$ cat config.mk
export PLATFORM = sky130hd
export DESIGN_NAME = step_ctrl
export DESIGN_NICKNAME = d
export VERILOG_FILES = /design/src/rtl/step_ctrl_pkg.sv /design/src/rtl/step_ctrl_debounce.sv /design/src/rtl/step_ctrl.sv
export SDC_FILE = /design/constraint.sdc
export NUM_CORES = 1
export LEC_CHECK = 0
export ABC_AREA = 1
export CAP_MARGIN = 20
export CORE_ASPECT_RATIO = 0.9
export CORE_MARGIN = 10
export CORE_UTILIZATION = 48
export DETAILED_ROUTE_END_ITERATION = 6
export GPL_ROUTABILITY_DRIVEN = 1
export GPL_TIMING_DRIVEN = 0
export PLACE_DENSITY_LB_ADDON = 0.05
export SLEW_MARGIN = 20
export SYNTH_ARGS = -nofsm -noshare
export SYNTH_HDL_FRONTEND = slang
export SYNTH_SLANG_ARGS = --single-unit
export TNS_END_PERCENT = 1
$ cat constraint.sdc
create_clock -name clk -period 3.6 [get_ports clk]
set_input_delay 0.72 -clock clk [delete_from_list [all_inputs] [get_ports clk]]
set_output_delay 0.72 -clock clk [all_outputs]
set_load 0.05 [all_outputs]
$ cat src/rtl/step_ctrl_pkg.sv
// Shared constants for the step controller: FSM encodings, default timing and a counter-width helper.
package step_ctrl_pkg;

  localparam logic [1:0] IDLE     = 2'd0;
  localparam logic [1:0] HOLD     = 2'd1;
  localparam logic [1:0] REPEAT   = 2'd2;
  localparam logic [1:0] WAIT_REL = 2'd3;

  // Defaults assume a 100 MHz system clock.
  localparam int DB_CYCLES_DEF    = 1000000;
  localparam int REPEAT_DELAY_DEF = 50000000;
  localparam int REPEAT_RATE_DEF  = 10000000;

  function automatic int cnt_width(input int span);
    return (span < 2) ? 1 : $clog2(span);
  endfunction

endpackage

$ cat src/rtl/step_ctrl_debounce.sv
// Two-flop synchroniser followed by a stable-count debouncer for one raw board input.
module debounce
  import step_ctrl_pkg::*;
#(
  parameter int   DB_CYCLES = DB_CYCLES_DEF,
  parameter logic RST_VAL   = 1'b0
) (
  input  logic clk_i,
  input  logic rst_i,
  input  logic raw_i,
  output logic db_o
);

  localparam int CW = cnt_width(DB_CYCLES + 1);
  localparam logic [CW-1:0] CNT_LAST = CW'(DB_CYCLES - 1);

  logic          s1_q, s2_q;
  logic          db_q, db_d;
  logic [CW-1:0] cnt_q, cnt_d;

  // The count restarts whenever the synchronised input agrees with the debounced value.
  always_comb begin
    cnt_d = '0;
    db_d  = db_q;
    if (s2_q != db_q) begin
      if (cnt_q == CNT_LAST) begin
        db_d = s2_q;
      end else begin
        cnt_d = cnt_q + CW'(1);
      end
    end
  end

  always_ff @(posedge clk_i or posedge rst_i) begin
    if (rst_i) begin
      s1_q  <= RST_VAL;
      s2_q  <= RST_VAL;
      db_q  <= RST_VAL;
      cnt_q <= '0;
    end else begin
      s1_q  <= raw_i;
      s2_q  <= s1_q;
      db_q  <= db_d;
      cnt_q <= cnt_d;
    end
  end

  assign db_o = db_q;

endmodule

$ cat src/rtl/step_ctrl.sv
// Step-button front end: debounces step/direction and issues one-cycle inc/dec pulses with auto-repeat.
module step_ctrl
  import step_ctrl_pkg::*;
#(
  parameter int DB_CYCLES    = DB_CYCLES_DEF,
  parameter int REPEAT_DELAY = REPEAT_DELAY_DEF,
  parameter int REPEAT_RATE  = REPEAT_RATE_DEF
) (
  input  logic clk,
  input  logic rst,
  input  logic step,
  input  logic uphdnl,
  input  logic auto_en,
  output logic inc,
  output logic dec,
  output logic dir_out,
  output logic held
);

  localparam int TW = cnt_width((REPEAT_DELAY > REPEAT_RATE) ? REPEAT_DELAY : REPEAT_RATE);
  localparam logic [TW-1:0] DELAY_LAST = TW'(REPEAT_DELAY - 1);
  localparam logic [TW-1:0] RATE_LAST  = TW'(REPEAT_RATE - 1);

  logic          db_step, db_dir;
  logic          db_step_q;
  logic [1:0]    state_q, state_d;
  logic [TW-1:0] timer_q, timer_d;
  logic          pulse;
  logic          inc_q, dec_q, held_q, dir_q;

  debounce #(.DB_CYCLES(DB_CYCLES), .RST_VAL(1'b0)) u_db_step (
    .clk_i (clk),
    .rst_i (rst),
    .raw_i (step),
    .db_o  (db_step)
  );

  debounce #(.DB_CYCLES(DB_CYCLES), .RST_VAL(1'b1)) u_db_dir (
    .clk_i (clk),
    .rst_i (rst),
    .raw_i (uphdnl),
    .db_o  (db_dir)
  );

  // Release is tested first in every state, so it always beats a repeat pulse due the same cycle.
  always_comb begin
    state_d = state_q;
    timer_d = '0;
    pulse   = 1'b0;
    case (state_q)
      IDLE: begin
        if (db_step_q) begin
          pulse   = 1'b1;
          state_d = HOLD;
        end
      end
      HOLD: begin
        if (!db_step_q) begin
          state_d = IDLE;
        end else if (auto_en && timer_q == DELAY_LAST) begin
          pulse   = 1'b1;
          state_d = REPEAT;
        end else begin
          // Saturate so a held button with auto-repeat off never wraps the timer.
          timer_d = (timer_q == DELAY_LAST) ? timer_q : timer_q + TW'(1);
        end
      end
      REPEAT: begin
        if (!db_step_q) begin
          state_d = IDLE;
        end else if (!auto_en) begin
          state_d = WAIT_REL;
        end else if (timer_q == RATE_LAST) begin
          pulse = 1'b1;
        end else begin
          timer_d = timer_q + TW'(1);
        end
      end
      default: begin
        if (!db_step_q) begin
          state_d = IDLE;
        end
      end
    endcase
  end

  always_ff @(posedge clk or posedge rst) begin
    if (rst) begin
      db_step_q <= 1'b0;
      state_q   <= IDLE;
      timer_q   <= '0;
      inc_q     <= 1'b0;
      dec_q     <= 1'b0;
      held_q    <= 1'b0;
      dir_q     <= 1'b1;
    end else begin
      db_step_q <= db_step;
      state_q   <= state_d;
      timer_q   <= timer_d;
      inc_q     <= pulse & db_dir;
      dec_q     <= pulse & ~db_dir;
      held_q    <= (state_q == HOLD) || (state_q == REPEAT);
      dir_q     <= db_dir;
    end
  end

  assign inc     = inc_q;
  assign dec     = dec_q;
  assign held    = held_q;
  assign dir_out = dir_q;

endmodule

**Word level (Yosys, flattened, before mapping)**

Cells that the tools add are included.

- $add $sub $neg: 3
- Eq/ne operators: 13
- Mux-type cells: 25
- Bitwise operators: 3
- Reduce and logical (&&, ||, !) cells: 6

Operators by type and width:

| operator | count |
|---|---|
| 2-to-1 mux 26 bit | 6 |
| 2-to-1 mux 20 bit | 4 |
| one-hot mux 26 bit (2 select lines) | 1 |
| adder 20 x 1 -> 20 bit (second input constant) | 2 |
| equality test 20 bit (second input constant) | 2 |
| adder 26 x 1 -> 26 bit (second input constant) | 1 |
| equality test 26 x 24 -> 1 bit (second input constant) | 1 |
| equality test 26 bit (second input constant) | 1 |
| 2-to-1 mux 2 bit | 6 |
| 2-to-1 mux 1 bit | 6 |
| != test 3 bit (second input constant) | 2 |
| one-hot mux 2 bit (3 select lines) | 1 |
| != test 4 x 1 -> 1 bit (second input constant) | 1 |
| != test 4 bit (second input constant) | 1 |
| AND reduction 2 bit | 2 |
| AND reduction 4 bit | 1 |
| one-hot mux 1 bit (3 select lines) | 1 |
| bitwise AND 1 bit | 2 |
| equality test 2 x 1 -> 1 bit (second input constant) | 1 |
| equality test 2 bit (second input constant) | 1 |
| logical NOT 2 bit | 1 |
| != test 1 bit | 2 |
| != test 2 bit (second input constant) | 1 |
| logical AND 1 bit | 1 |
| other kinds (2) | 2 |

- Bits in registers: 79
- Input port bits: 5
- Output and inout port bits: 4
- Logic and storage cells: 65

**Logic depth before layout (Yosys ltp)**

- Depth after elaboration: 6
- Gate-level depth with buffers: 12
- Mapped depth without buffers: 11

**Modules after synthesis**

A second synthesis with hierarchy kept.

- Cells, all modules: 608
- Area total of the unflattened synthesis: 4747.1 µm²

Modules (own cells, without submodules):

| module | times used | cells each | area each (µm²) | seq. area each (µm²) |
|---|---|---|---|---|
| step_ctrl | 1 | 284 | 2160.8 | 827.0 |
| debounce (u_db_dir) | 1 | 162 | 1295.0 | 579.3 |
| debounce (u_db_step) | 1 | 162 | 1291.2 | 575.6 |

**Least setup slack after synthesis**

No wires, ideal clock.

- Kind: reg2reg
- Start: register timer_q[0]
- End: register timer_q[12]
- Library setup time: 0.128 ns
- Arrival time: 1.596 ns
- Data required time: 3.472 ns
- Slack: 1.876 ns
- Cell stages (with the launch flop): 12
- Path buffers: 1
- Clock period less this slack: 1.724 ns
- Path through: dfrtp_1 ha_1 nand3_1 nor2_4 nand4_1 nand2_2 nand2_4 nand2_8 nand2_8 inv_8 buf_12 nor2_4

- Cells in the longest elaborated chain, start to end: 5
- Elaborated cells between the ends (all ways): 12
- Classes of those cells: 1 x add/sub; 3 x eq/ne; 7 x mux; 1 x reduce/logical

RTL lines:

| item | RTL line | text |
|---|---|---|
| start: declaration | step_ctrl.sv:27 | `logic [TW-1:0] timer_q, timer_d;` |
| start signal: assignment | step_ctrl.sv:99 | `timer_q <= timer_d;` |
| adder 26 x 1 -> 26 bit (tied with other cells) | step_ctrl.sv:65, step_ctrl.sv:76 |  |
| 2-to-1 mux 26 bit (tied with other cells) | step_ctrl.sv:73 | `end else if (timer_q == RATE_LAST) begin` |
| 2-to-1 mux 26 bit, on equally long branches | step_ctrl.sv:71, step_ctrl.sv:60 |  |
| 2-to-1 mux 26 bit, on equally long branches | step_ctrl.sv:69, step_ctrl.sv:58 |  |
| one-hot mux 26 bit (2 select lines) | step_ctrl.sv:50 | `case (state_q)` |

Parallel ways exist; a longest one is shown, timed or not. The select of a mux whose other input is x is not followed.
A chain may end at the register's enable or synchronous reset.

**Worst setup path in the final report**

- Start: register dir_q (netlist: dir_out)
- End: output dir_out

RTL lines:

| item | RTL line | text |
|---|---|---|
| start: declaration | step_ctrl.sv:29 | `logic inc_q, dec_q, held_q, dir_q;` |
| start signal: assignment | step_ctrl.sv:103 | `dir_q <= db_dir;` |
| end: declaration | step_ctrl.sv:16 | `output logic dir_out,` |

No word-level cell between the ends.

==> summary.txt <==
Status
  • Status: complete, no violations

Clocking
  • Hold buffer count at CTS: 0
  • CTS Sinks: 79
  • Clock Latency Late Sink: 0.35 ns
  • CTS Root Cell: clkbuf_8
  • Num CTS Buffers: 9
  • CTS-repair resized insts: 0
  • # Post-CTS Setup Buffers: 0
  • H-Tree Level Count: 3
  • Longest Clk Path Bufs: 2
  • TritonCTS clock tree: done
  • Clock Pin Slew Worst Setup and Hold Paths: 0.08 ns

Setup path
  • Worst Setup Start Kind: register
  • Worst path slowest cell: clkdlybuf4s50_1
  • CP delay by family, top: buffers and inverters
  • CP bufs+invs: 1
  • CP Max Fanout: 1
  • Crit-path max cell delay: 0.79 ns
  • Critical path class: reg2out
  • Worst Setup End Kind: primary output
  • Critical path arrival: 1.65 ns
  • Critical-path cell list: clkdlybuf4s50_1
  • Worst EP required: 2.88 ns

Synth
  • Largest family of logic cells by synthesized area: simple AND/OR/NAND/NOR gates
  • Syn Inst Count: 563
  • Register area share after synthesis: 43.8%
  • Syn Nets: 575
  • Syn_area_per_cell: 8.04 um2
  • Synthesized area: 0.00453 mm2
  • Synth warn: 0
  • Post-Synth Adder-Cell Area: 1.93%
  • Synth Area in Compound Gates: 3.54%
  • Seq cells post-synth: 79
  • Post-synthesis mux area share: 0.249%
  • Synth unique cells: 41
  • Synth Area in Simple Gates: 37.8%
  • Post-Synth XOR/XNOR Area: 6.19%

Route
  • Via count: 3682
  • Vias per std cell: 5.19
  • Iteration-0 DRC Markers: 230
  • DRC Markers: 0
  • Drt pass-1 iters: 5
  • WL final: 9530 um
  • Wire length per cell: 13.4 um
  • Routed Antenna Nets: 0

STA
  • Pins over their slew limit: 0
  • Slew @ Worst Pin: 0.597 ns
  • Max_slew headroom: 59.8%
  • Final setup vio count: 0
  • Final setup margin: 1.23 ns
  • Worst hold margin: 0.354 ns
  • Period utilisation layout: 65.9%
  • Max Clock Skew: 0.00742 ns
  • Final Hold Viols: 0
  • Max frequency: 422 MHz
  • RSZ-0062 raised after global routing: false
  • Min Tclk post-route: 2.37 ns

Placement
  • Pre-CTS setup slack: 1.36 ns
  • Placer Congestion: 0.951
  • IO Port Bufs: 8
  • Placed cell count: 694
  • DP HPWL: 7090 um
  • Area after DPL: 0.00478 mm2

Layout
  • Cell area after layout: 0.00498 mm2
  • Area Growth Syn to Fin: 10.0%
  • Layout Nets: 595
  • Commonest non-fill, non-tap cells in the layout: nand2_1 (101), nor2_1 (101), dfrtp_1 (75)
  • Diodes inserted: 0
  • Cell Count, Final, Fillers Out: 710
  • Share of layout cells above drive strength 1: 10.2%

GRT
  • First-pass GRT wire length: 16900 um
  • Vias in the first global route: 3648
  • Gr ovfl total: 0
  • Total track usage: 14.7%
  • Initial antenna violation count: 0
  • Largest net degree at the start of global routing: 42

Floorplan
  • Die X: 122 um
  • Die Span Y: 112 um
  • Die area: 0.0137 mm2
  • Initial core utilization: 49.4%
  • CORE AREA: 0.00917 mm2
  • Row cnt: 33
  • IO Pins: 9

Hold path
  • Hold crit path type: reg2reg

Flow run
  • Max Cap Viol: 0

Power and ir drop
  • Pwr per Cell Area: 324 mW/mm2
  • Worst VDD drop: 0.222 mV
  • Leak Pwr: 2.02 nW
  • Post-layout power: 0.00162 W
[final timing paths]
kind                       cells after the start      startpoint            endpoint  slack, ns
setup / recovery                               1         dir_out             dir_out       1.23
hold / removal                                 0  u_db_step.s1_q      u_db_step.s2_q       0.35
setup reg to reg                               8      timer_q[0]         timer_q[16]       1.56
hold reg to reg                                0  u_db_step.s1_q      u_db_step.s2_q       0.35
max in group asynchronous                      3             rst       u_db_dir.db_o       2.21
min in group asynchronous                      2             rst  u_db_dir.cnt_q[15]       0.75
[power breakdown]
group          leakage [nW]  internal, W   total, W  switching, W
combinational         0.836    0.0000136  0.0000488     0.0000352
clock                0.0997     0.000340   0.000666      0.000326
sequential             1.08     0.000895   0.000900    0.00000476
total                  2.02      0.00125    0.00162      0.000366
[cell families (layout without fill, tap and decap cells)]
family | Yosys count | count (layout)
multiplexers | 1 | 1
XOR/XNOR | 32 | 32
AO/OA/AOI/OAI | 29 | 29
adder cells (fa/ha/maj) | 7 | 7
buffers and inverters | 71 | 96
flip-flops | 79 | 79
AND/OR/NAND/NOR | 344 | 344
[cells in the mapped netlist, drive strengths merged]
library cell / instances / share of area, %
nand2: 109 / 10
xnor2: 13 / 2.5
o211ai: 1 / 0.17
and3: 1 / 0.14
mux2: 1 / 0.25
xor2: 19 / 3.7
dfstp: 4 / 2.3
o31ai: 1 / 0.17
dfrtp: 75 / 41
nor2: 116 / 12
nand3: 40 / 4.5
a211oi: 2 / 0.33
buf: 4 / 0.77
nand3b: 4 / 0.94
inv: 64 / 5.5
clkinv: 1 / 0.083
nor4: 12 / 1.7
a31oi: 2 / 0.28
nor3: 33 / 4.1
and2: 1 / 0.14
ha: 7 / 1.9
a21oi: 13 / 1.4
clkbuf: 2 / 0.17
or2: 3 / 0.41
a21boi: 1 / 0.17
nand4: 23 / 3.2
nor3b: 2 / 0.44
o21ai: 9 / 0.99
[layout make-up]
class / count / area, um2
fillers: 916 / 4190
inverters: 65 / 254
clock buffers: 11 / 141
repair buffers: 9 / 100
plain buffers: 6 / 42.5
well taps: 122 / 153
flip-flops and latches: 79 / 1980
multi-input cells: 413 / 2250
clock inverters: 5 / 56.3
[layer usage]
layer / global-route usage, % / vias to the layer above / share of wire (%)
li1: - / 1874 / -
met1: 18.9 / 1742 / 49
met2: 23.9 / 55 / 47
met3: 3.56 / 11 / 3.1
met4: 4.47 / 0 / 1.1
met5: 0 / - / 0
[flip-flops by register name, summed over array words and instances, names as in the netlist, 2 cells and up]
name             flops
u_db_step.cnt_q     20
state_q              2
u_db_dir.cnt_q      20
timer_q             26
[through the flow]
stage	util [%]	setup TNS [ns]
6_report	54.3	0
5_1_grt	54.3	0
4_1_cts	54.3	0
3_5_place_dp	52.2	0
3_3_place_gp	51.9	-35.77
2_1_floorplan	-	0
Power figures use the tool's default switching activity.
